[src/rtl/svcs_sched_pkg.sv]
// Shared header layout, link constants and FSM state encoding for the
// transaction scheduler.
package svcs_sched_pkg;

  localparam int HDR_WORDS     = 4;
  localparam int SVCS_MAX_SIZE = 4096;
  localparam int SVCS_WORD_W   = 32;

  localparam logic [31:0] ABORT_WORD = 32'hDEAD_DEAD;

  // Field order matches the wire order of the header words (first word in the MSBs)
  typedef struct packed {
    logic [SVCS_WORD_W-1:0] trnx_type;
    logic [SVCS_WORD_W-1:0] trnx_id;
    logic [SVCS_WORD_W-1:0] data_type;
    logic [SVCS_WORD_W-1:0] n_payloads;
  } cs_hdr_t;

  typedef enum logic [1:0] {
    IDLE  = 2'd0,
    HDR   = 2'd1,
    PLD   = 2'd2,
    ABORT = 2'd3
  } sched_state_t;

endpackage

[src/rtl/svcs_rr_arbiter.sv]
// Round-robin arbiter: the registered pointer names the highest-priority
// index and moves to the slot after each accepted grant.
module svcs_rr_arbiter #(
  parameter  int N_REQ = 4,
  localparam int IDX_W = $clog2(N_REQ)
) (
  input  logic             clk,
  input  logic             rst,
  input  logic [N_REQ-1:0] req,
  input  logic             advance,
  output logic [N_REQ-1:0] grant,
  output logic [IDX_W-1:0] grant_idx,
  output logic             any_req
);

  logic [IDX_W-1:0] ptr_reg;

  // Scan from lowest to highest priority so the last hit is the winner
  always_comb begin
    int j;
    j         = 0;
    grant     = '0;
    grant_idx = '0;
    any_req   = 1'b0;
    for (int i = N_REQ - 1; i >= 0; i--) begin
      j = int'(ptr_reg) + i;
      if (j >= N_REQ) j = j - N_REQ;
      if (req[j]) begin
        any_req   = 1'b1;
        grant_idx = IDX_W'(j);
      end
    end
    grant[grant_idx] = any_req;
  end

  always_ff @(posedge clk) begin
    if (rst) begin
      ptr_reg <= '0;
    end else if (advance) begin
      ptr_reg <= (grant_idx == IDX_W'(N_REQ - 1)) ? '0 : grant_idx + IDX_W'(1);
    end
  end

endmodule

[src/rtl/svcs_trnx_sched.sv]
// Multi-requester transaction scheduler: arbitrates, sends a 4-word header,
// then streams payload words. Optional stall abort: SVCS_TRNX_TIMEOUT_EN.
module svcs_trnx_sched
  import svcs_sched_pkg::*;
#(
  parameter  int N_REQ        = 4,
  parameter  int DATA_W       = 32,
  parameter  int MAX_PAYLOADS = SVCS_MAX_SIZE,
  parameter  int TIMEOUT_CYC  = 256,
  localparam int IDX_W        = $clog2(N_REQ)
) (
  input  logic                            clk,
  input  logic                            rst,
  input  logic [N_REQ-1:0]                req_valid,
  input  logic [N_REQ*HDR_WORDS*DATA_W-1:0] req_hdr,
  output logic [N_REQ-1:0]                req_ready,
  input  logic [N_REQ-1:0]                pld_valid,
  input  logic [N_REQ*DATA_W-1:0]         pld_data,
  output logic [N_REQ-1:0]                pld_ready,
  output logic                            tx_valid,
  output logic [DATA_W-1:0]               tx_data,
  output logic                            tx_last,
  input  logic                            tx_ready,
  output logic [IDX_W-1:0]                grant_id,
  output logic                            busy,
  output logic                            err_len,
  output logic                            err_timeout
);

  localparam int CNT_W = $clog2(MAX_PAYLOADS + 1);

  logic [HDR_WORDS*DATA_W-1:0] hdr_arr [N_REQ];
  logic [DATA_W-1:0]           pld_arr [N_REQ];

  generate
    for (genvar gi = 0; gi < N_REQ; gi++) begin : g_unpack
      assign hdr_arr[gi] = req_hdr[gi*HDR_WORDS*DATA_W +: HDR_WORDS*DATA_W];
      assign pld_arr[gi] = pld_data[gi*DATA_W +: DATA_W];
    end
  endgenerate

  sched_state_t                         state_reg;
  logic [IDX_W-1:0]                     grant_id_reg;
  logic [HDR_WORDS-1:0][DATA_W-1:0]     hdr_reg;
  logic [1:0]                           word_idx_reg;
  logic [CNT_W-1:0]                     cnt_reg;
  logic                                 busy_reg;
  logic                                 tx_valid_reg;
  logic [DATA_W-1:0]                    tx_data_reg;
  logic                                 tx_last_reg;

  logic [N_REQ-1:0]            arb_grant;
  logic [IDX_W-1:0]            arb_idx;
  logic                        arb_any;
  logic                        accept;
  logic [HDR_WORDS*DATA_W-1:0] sel_hdr;
  logic [DATA_W-1:0]           sel_n;
  logic                        oversize;
  logic                        in_pld;
  logic                        own_valid;
  logic [1:0]                  next_word;

  assign accept   = (state_reg == IDLE) && arb_any && !rst;
  assign sel_hdr  = hdr_arr[arb_idx];
  assign sel_n    = sel_hdr[DATA_W-1:0];
  assign oversize = sel_n > DATA_W'(MAX_PAYLOADS);

  svcs_rr_arbiter #(.N_REQ(N_REQ)) u_arb (
    .clk       (clk),
    .rst       (rst),
    .req       (req_valid),
    .advance   (accept),
    .grant     (arb_grant),
    .grant_idx (arb_idx),
    .any_req   (arb_any)
  );

  assign req_ready = accept ? arb_grant : '0;
  assign err_len   = accept && oversize;

  // Payload words bypass the registers so the link sees the owner's stream directly
  assign in_pld    = (state_reg == PLD);
  assign own_valid = pld_valid[grant_id_reg];
  assign tx_valid  = in_pld ? own_valid : tx_valid_reg;
  assign tx_data   = in_pld ? pld_arr[grant_id_reg] : tx_data_reg;
  assign tx_last   = in_pld ? (own_valid && (cnt_reg == CNT_W'(1))) : tx_last_reg;
  assign grant_id  = grant_id_reg;
  assign busy      = busy_reg;
  assign next_word = word_idx_reg + 2'd1;

  always_comb begin
    pld_ready = '0;
    if (in_pld) pld_ready[grant_id_reg] = tx_ready;
  end

`ifdef SVCS_TRNX_TIMEOUT_EN
  localparam int STALL_W = $clog2(TIMEOUT_CYC + 1);
  logic [STALL_W-1:0] stall_reg;
  logic               err_timeout_reg;
  assign err_timeout = err_timeout_reg;
`else
  assign err_timeout = 1'b0;
`endif

  always_ff @(posedge clk) begin
    if (rst) begin
      state_reg    <= IDLE;
      grant_id_reg <= '0;
      hdr_reg      <= '0;
      word_idx_reg <= '0;
      cnt_reg      <= '0;
      busy_reg     <= 1'b0;
      tx_valid_reg <= 1'b0;
      tx_data_reg  <= '0;
      tx_last_reg  <= 1'b0;
`ifdef SVCS_TRNX_TIMEOUT_EN
      stall_reg       <= '0;
      err_timeout_reg <= 1'b0;
`endif
    end else begin
`ifdef SVCS_TRNX_TIMEOUT_EN
      err_timeout_reg <= 1'b0;
`endif
      case (state_reg)
        IDLE: begin
          if (accept && !oversize) begin
            state_reg    <= HDR;
            grant_id_reg <= arb_idx;
            hdr_reg      <= sel_hdr;
            word_idx_reg <= '0;
            cnt_reg      <= CNT_W'(sel_n);
            busy_reg     <= 1'b1;
            tx_valid_reg <= 1'b1;
            tx_data_reg  <= sel_hdr[HDR_WORDS*DATA_W-1 -: DATA_W];
            tx_last_reg  <= 1'b0;
`ifdef SVCS_TRNX_TIMEOUT_EN
            stall_reg    <= '0;
`endif
          end
        end
        HDR: begin
          if (tx_ready) begin
            if (word_idx_reg == 2'd3) begin
              tx_valid_reg <= 1'b0;
              tx_last_reg  <= 1'b0;
              if (cnt_reg == '0) begin
                state_reg <= IDLE;
                busy_reg  <= 1'b0;
              end else begin
                state_reg <= PLD;
              end
            end else begin
              // hdr_reg[3] is the first word on the wire, so word k lives at index 3-k
              word_idx_reg <= next_word;
              tx_data_reg  <= hdr_reg[2'd3 - next_word];
              tx_last_reg  <= (next_word == 2'd3) && (cnt_reg == '0);
            end
          end
        end
        PLD: begin
          if (own_valid && tx_ready) begin
            cnt_reg <= cnt_reg - CNT_W'(1);
            if (cnt_reg == CNT_W'(1)) begin
              state_reg <= IDLE;
              busy_reg  <= 1'b0;
            end
          end
`ifdef SVCS_TRNX_TIMEOUT_EN
          if (own_valid) begin
            stall_reg <= '0;
          end else if (stall_reg == STALL_W'(TIMEOUT_CYC - 1)) begin
            state_reg       <= ABORT;
            stall_reg       <= '0;
            tx_valid_reg    <= 1'b1;
            tx_data_reg     <= DATA_W'(ABORT_WORD);
            tx_last_reg     <= 1'b1;
            err_timeout_reg <= 1'b1;
          end else begin
            stall_reg <= stall_reg + STALL_W'(1);
          end
`endif
        end
        ABORT: begin
          if (tx_ready) begin
            state_reg    <= IDLE;
            busy_reg     <= 1'b0;
            tx_valid_reg <= 1'b0;
            tx_last_reg  <= 1'b0;
          end
        end
        default: state_reg <= IDLE;
      endcase
    end
  end

endmodule

[config.mk]
export PLATFORM = sky130hd
export DESIGN_NAME = svcs_trnx_sched
export DESIGN_NICKNAME = d
export VERILOG_FILES = /design/src/rtl/svcs_sched_pkg.sv /design/src/rtl/svcs_rr_arbiter.sv /design/src/rtl/svcs_trnx_sched.sv
export SDC_FILE = /design/constraint.sdc
export NUM_CORES = 1
export LEC_CHECK = 0
export CORE_AREA = 3 3 270 272
export CTS_BUF_LIST = sky130_fd_sc_hd__clkbuf_16
export CTS_CLUSTER_DIAMETER = 100
export CTS_CLUSTER_SIZE = 8
export DETAILED_ROUTE_END_ITERATION = 10
export DIE_AREA = 0 0 273 275
export PLACE_DENSITY_LB_ADDON = 0.1
export SYNTH_ARGS = -nofsm -noshare
export SYNTH_HDL_FRONTEND = slang
export SYNTH_SLANG_ARGS = --single-unit
[constraint.sdc]
create_clock -name clk -period 9.4 [get_ports clk]
set_input_delay 0.94 -clock clk [delete_from_list [all_inputs] [get_ports clk]]
set_output_delay 0.94 -clock clk [all_outputs]
set_load 0.01 [all_outputs]
Word level (Yosys, flattened, before mapping)
Cells that the tools add are included.

word-level totals
  flip-flop bits (word level) = 184
  output and inout port bits = 47
  bits in latches = 0
  logic and storage cells = 160
  RAM bits = 0
  memory bits (read-only) = 0
  memories kept = 0

cells by class
  add/sub/neg operators = 11
  order comparisons = 16
  multiply operators = 0
  divide/modulo/power cells = 0
  bitwise operators = 4
  shifts and indexed selects = 0
  mux-type cells = 78
  reduce and logical (&&, ||, !) cells = 23
  eq/ne operators = 15

operators by type and width
  operator                                                                              number
  32-bit two-way mux                                                                    11
  128-bit binary-select mux with 2-bit select                                           1
  128-bit two-way mux                                                                   2
  32-bit binary-select mux with 2-bit select                                            2
  32-bit by 4-bit < comparator with 1-bit output, second input constant                 4
  32-bit by 4-bit greater-or-equal comparator with 1-bit output, second input constant  3
  32-bit by 4-bit subtractor with 32-bit output, second input constant                  3
  32-bit case mux with 2 select lines                                                   1
  32-bit by 13-bit greater-than comparator with 1-bit output, second input constant     1
  2-bit two-way mux                                                                     15
  1-bit two-way mux                                                                     29
  13-bit two-way mux                                                                    2
  13-bit case mux with 2 select lines                                                   1
  13-bit by 1-bit equality test with 1-bit output, second input constant                1
  13-bit logical NOT                                                                    1
  13-bit by 1-bit subtractor with 13-bit output, second input constant                  1
  1-bit binary-select mux with 2-bit select                                             5
  2-bit equality test, second input constant                                            5
  2-bit != test, second input constant                                                  5
  1-bit logical AND                                                                     9
  2-bit by 3-bit < comparator with 1-bit output, second input constant                  3
  4-bit AND                                                                             2
  4-bit two-way mux                                                                     2
  2-bit case mux with 4 select lines                                                    1
  25 further kinds                                                                      37

Depth between registers and ports, before layout
  depth after elaboration = 19
  depth in mapped cells = 13
  gate-level depth less buffers = 9

Cells and area by module
Synthesis repeated with hierarchy kept, for this count alone.

unflattened totals
  cell total of the unflattened synthesis = 1246
  area total of the unflattened synthesis = 12080.3 µm²

by module, submodules not included
  module           seq. area each (µm²)  times used  area each (µm²)  cells each
  svcs_trnx_sched  3643.5                1           11858.9          1213
  svcs_rr_arbiter  40.0                  1           221.5            33

Worst setup path before layout
Ideal clock, no wire load.

  kind = input to output
  from = input req_valid[0]
  to = output err_len
  stages = 11
  arrival time = 3.166 ns
  setup slack = 5.294 ns
  required time = 8.460 ns
  cell sequence = and2_4 > and2_4 > nor3_4 > inv_2 > buf_2 > a211oi_2 > o22ai_1 > or4_1 > buf_2 > o31a_1 > o21a_1

between the ends
  cells in the longest elaborated chain, start to end = 13
  elaborated cells on any way between the ends = 28
  those cells by class = order compare (1); mux (23); bitwise (1); reduce/logical (3)

ends and longest elaborated chain
  item                                                        line                   RTL
  from (decl)                                                 svcs_trnx_sched.sv:14  input logic [N_REQ-1:0] req_valid,
  1-bit binary-select mux with 2-bit select                   svcs_rr_arbiter.sv:28  if (req[j]) begin
  1-bit two-way mux (not written as such) (2 in series)       svcs_rr_arbiter.sv:28
  2-bit two-way mux (4 in series)                             svcs_rr_arbiter.sv:28
  2-bit inverter with 3-bit output (not written as such)      svcs_trnx_sched.sv:64  assign sel_hdr = hdr_arr[arb_idx];
  128-bit binary-select mux with 2-bit select                 svcs_trnx_sched.sv:64
  128-bit two-way mux (not written as such) (2 in series)     svcs_trnx_sched.sv:64
  32-bit by 13-bit greater-than comparator with 1-bit output  svcs_trnx_sched.sv:66  assign oversize = sel_n > DATA_W'(MAX_PAYLOADS);
  1-bit logical AND (*)                                       svcs_trnx_sched.sv:79  assign err_len = accept && oversize;
  to (decl)                                                   svcs_trnx_sched.sv:26  output logic err_len,

Every way passes the cells marked *; elsewhere a longest branch is shown, timed or not. The select of a mux whose other input is x is not followed.

Worst setup path after layout
Ends and elaborated chain as after synthesis.

==> flow_metrics.tcl <==
set metrics [dict create \
    status "finished, final reports clean" \
    initial_utilization_pct 19.1 \
    reg2reg_slack_ns 4.40 \
    slew_headroom_pct 20.5 \
    p_comb_share_pct 41.5 \
    clkLatencyLatePin_ns 0.44 \
    whs_path_depth 2 \
    ys_warn_count 0 \
    synth_cell_types 68 \
    whs_ns 0.458 \
    area_growth_pct 60.5 \
    cp_max_fo 73 \
    synth_fp_nets 2540 \
    rsz0062_at_grt "false" \
    chipWidth_um 273 \
    fmax_mhz 150 \
    wl_um 73200 \
    grt_pass1_vias 16065 \
    worst_pin_slew_ns 1.19 \
    largest_reg_flops 128 \
    drt-initial-drc-count 970 \
    power.switching_mw 0.952 \
    syn_area_sq_um 13600 \
    cts_tree "done" \
    numCtsBuffers 17 \
    pwr-share-seq_pct 31.0 \
    ys.flop_type "dfxtp_1" \
    post_drt_wl_per_cell_um 21.5 \
    synth_seq_cells 184 \
    cts_setup_buffers 0 \
    path_class "in -> out" \
    skew_ns 0.0169 \
    avgSynthCellArea_sq_um 7.21 \
    dp_slack_ns 2.77 \
    stdcell_area_sq_um 21800 \
    routed-via-count 15764 \
    ctsResizeCount 0 \
    core.rowCount 98 \
    holdBufCountCts 0 \
    finalSetupViolations 0 \
    arrival_ns 5.71 \
    coreArea_sq_um 71000 \
    hold_end "hdr_reg[53]" \
    antenna_found_initial 2 \
    ir_worst_vdd_uv 109 \
    switching_share_pct 37.7 \
    syn_inst 1881 \
    grt_max_degree 106 \
    startpoint_type "primary input" \
    rr_startpoint "u_arb.ptr_reg[1]" \
    fin_nets 3097 \
    async_flop_share_pct 0 \
    internal-power_mw 1.57 \
    ys_seq_area_share_pct 27.1 \
    placed_area_sq_um 21200 \
    timing_hold_violations_final 0 \
    synth_area_leaders "dfxtp_1, nand2_1, mux4_2" \
    clock-sinks 184 \
    cap_violations 0 \
    setup_slack_ns 2.75 \
    io_buffers 696 \
    gp_congestion 0.857 \
    layout-drive-gt1-share_pct 6.41 \
    crit_path_end_kind "output port" \
    root_buffer "clkbuf_16" \
    io_pins 698 \
    ff2ff_path_depth 10 \
    fin_util_pct 30.7 \
    drc 0 \
    die_h_um 275 \
    h-tree-depth 4 \
    grt-ovfl-total 0 \
    clk_pin_slew_worst_paths_ns 0.07 \
    power_frac_clock_pct 27.5 \
    dieArea_sq_um 75100 \
    viasPerCell 4.63 \
    required_ns 8.46 \
    dr.pass1.iters 4 \
    min_path_type "reg -> reg" \
    synth.largest_area_cell "dfxtp_1" \
    ant_nets 0 \
    fillers 7533 \
    min-delay-start "hdr_reg[53]" \
    leakagePower_nw 8.73 \
    fin_setup_tns_ns 0 \
    fin_crit_ns 6.65 \
    dpl.hpwl_um 57500 \
    clockBufferDepth 2 \
    r2r-end "tx_data_reg[21]" \
    powerDensity_nw_per_um2 116 \
    track_usage_pct 18.5 \
    grt_pass1_wl_um 106000 \
    yosys.area.top_type_share_pct 27.1 \
    drv_slew 0 \
    period_share_pct 70.7 \
    synth-edff-count 0 \
]
cells in the final DEF, fill, tap and decap left out, types with 3 or more instances in the layout:
master           instances
nand4_1                  7
and2_1                   5
inv_6                    7
nand2_1                703
o21ai_1                  5
nor4_1                  23
a211oi_1                89
o21a_1                  36
o211ai_1                 6
nand3_1                224
nor2b_1                  3
a211oi_2                 3
and3_1                  44
nand2b_1                 3
buf_4                   20
nor2_1                  34
o32ai_1                  6
dfxtp_2                  3
inv_1                    6
a21oi_1                 23
o2111ai_1               14
clkbuf_16               17
nor3_1                  18
o31ai_1                 18
clkinvlp_4               5
dfxtp_1                181
o21ai_0                  9
o22ai_1                 10
clkdlybuf4s50_1        695
or3_1                    7
mux4_2                  65
mux2i_1                 91
or2_2                    9
ha_1                     7
metal layers:
layer / part of all wire, % / routed length, um / up-vias / track usage [%]
met2: 48 / 35400 / 476 / 31.6
met4: 1.5 / 1120 / 2 / 4.02
li1: - / - / 7745 / -
met5: 0.015 / 11 / - / 0
met1: 45 / 32700 / 7492 / 24.1
met3: 5.5 / 4010 / 49 / 3.70
worst max-delay path, stage by stage:
cell and delay [ns]:
clkdlybuf4s50_1 0.46, nor2b_1 0.18, o21bai_2 0.73, nand2_8 0.46
a211oi_1 0.49, o22ai_1 0.18, or4_1 1.06, o31a_1 0.46
o21a_1 0.19, clkdlybuf4s50_1 0.52
worst max-delay path by stage:
stage                  from  endpoint  slack (ns)  depth (start not counted)
6_report       req_valid[0]   err_len        2.75                         10
5_1_grt        req_valid[2]   err_len        2.46                         11
4_1_cts        req_valid[2]   err_len        2.75                         11
3_5_place_dp   req_valid[0]   err_len        2.77                         10
3_3_place_gp   req_valid[0]   err_len        2.85                         10
2_1_floorplan  req_valid[0]   err_len        5.29                         11
Yosys cell counts, drive strengths merged, types with 2 or more instances:
cell     count
a31oi        2
a21oi       24
o21ai       15
nand2      704
buf         55
dfxtp      184
a21o         2
mux2i       91
o21bai       2
nor2        35
inv          8
nor3        19
mux4        65
o2111ai     14
nor4        24
nand4        7
o22ai       10
o31ai       19
and2         7
a31o         3
o21a        36
nor2b        5
nand2b       5
o31a         2
and3        44
nand3b       2
a211oi      92
or4          2
nand3      224
or2         10
clkbuf     124
ha           8
o211ai       7
o32ai        6
or3          7
mux2         2
cell families (layout without fill, tap and decap cells):
family	Yosys count	after routing	synth area share [%]
flops	184	184	27.1
mux	158	158	17.7
simple gates	1097	1097	35.1
compound gates	246	246	13.6
other cells	1	3	0.0276
fa+ha+maj	8	8	0.738
buf+inv	187	757	5.78
cell type report:
class | count | area (sq um) | area share, %
tap | 950 | 1190 | 5.46
sequential | 184 | 3690 | 16.9
inverter | 8 | 42.5 | 0.195
timing repair buffer | 717 | 7130 | 32.8
antenna | 2 | 5.00 | 0.0230
clock inverter | 15 | 118 | 0.540
multi-input combinational | 1510 | 9180 | 42.1
clock buffer | 17 | 425 | 1.95
power by group through the flow:
stage / combinational [mW] / clock [mW] / sequential, mW
after detailed placement: 1.07 / 0 / 0.801
after floorplan: 0.499 / 0 / 0.800
after global placement: 1.07 / 0 / 0.801
after CTS: 1.08 / 0.715 / 0.783
after global routing: 1.16 / 0.738 / 0.783
final: 1.05 / 0.694 / 0.783
through the flow:
stage	instances	power, mW
finish	3403	2.53
global route	3402	2.68
CTS	3401	2.57
detailed placement	3369	1.87
global placement	3369	1.87
floorplan	1881	1.30
(Power assumes the default switching activity.)
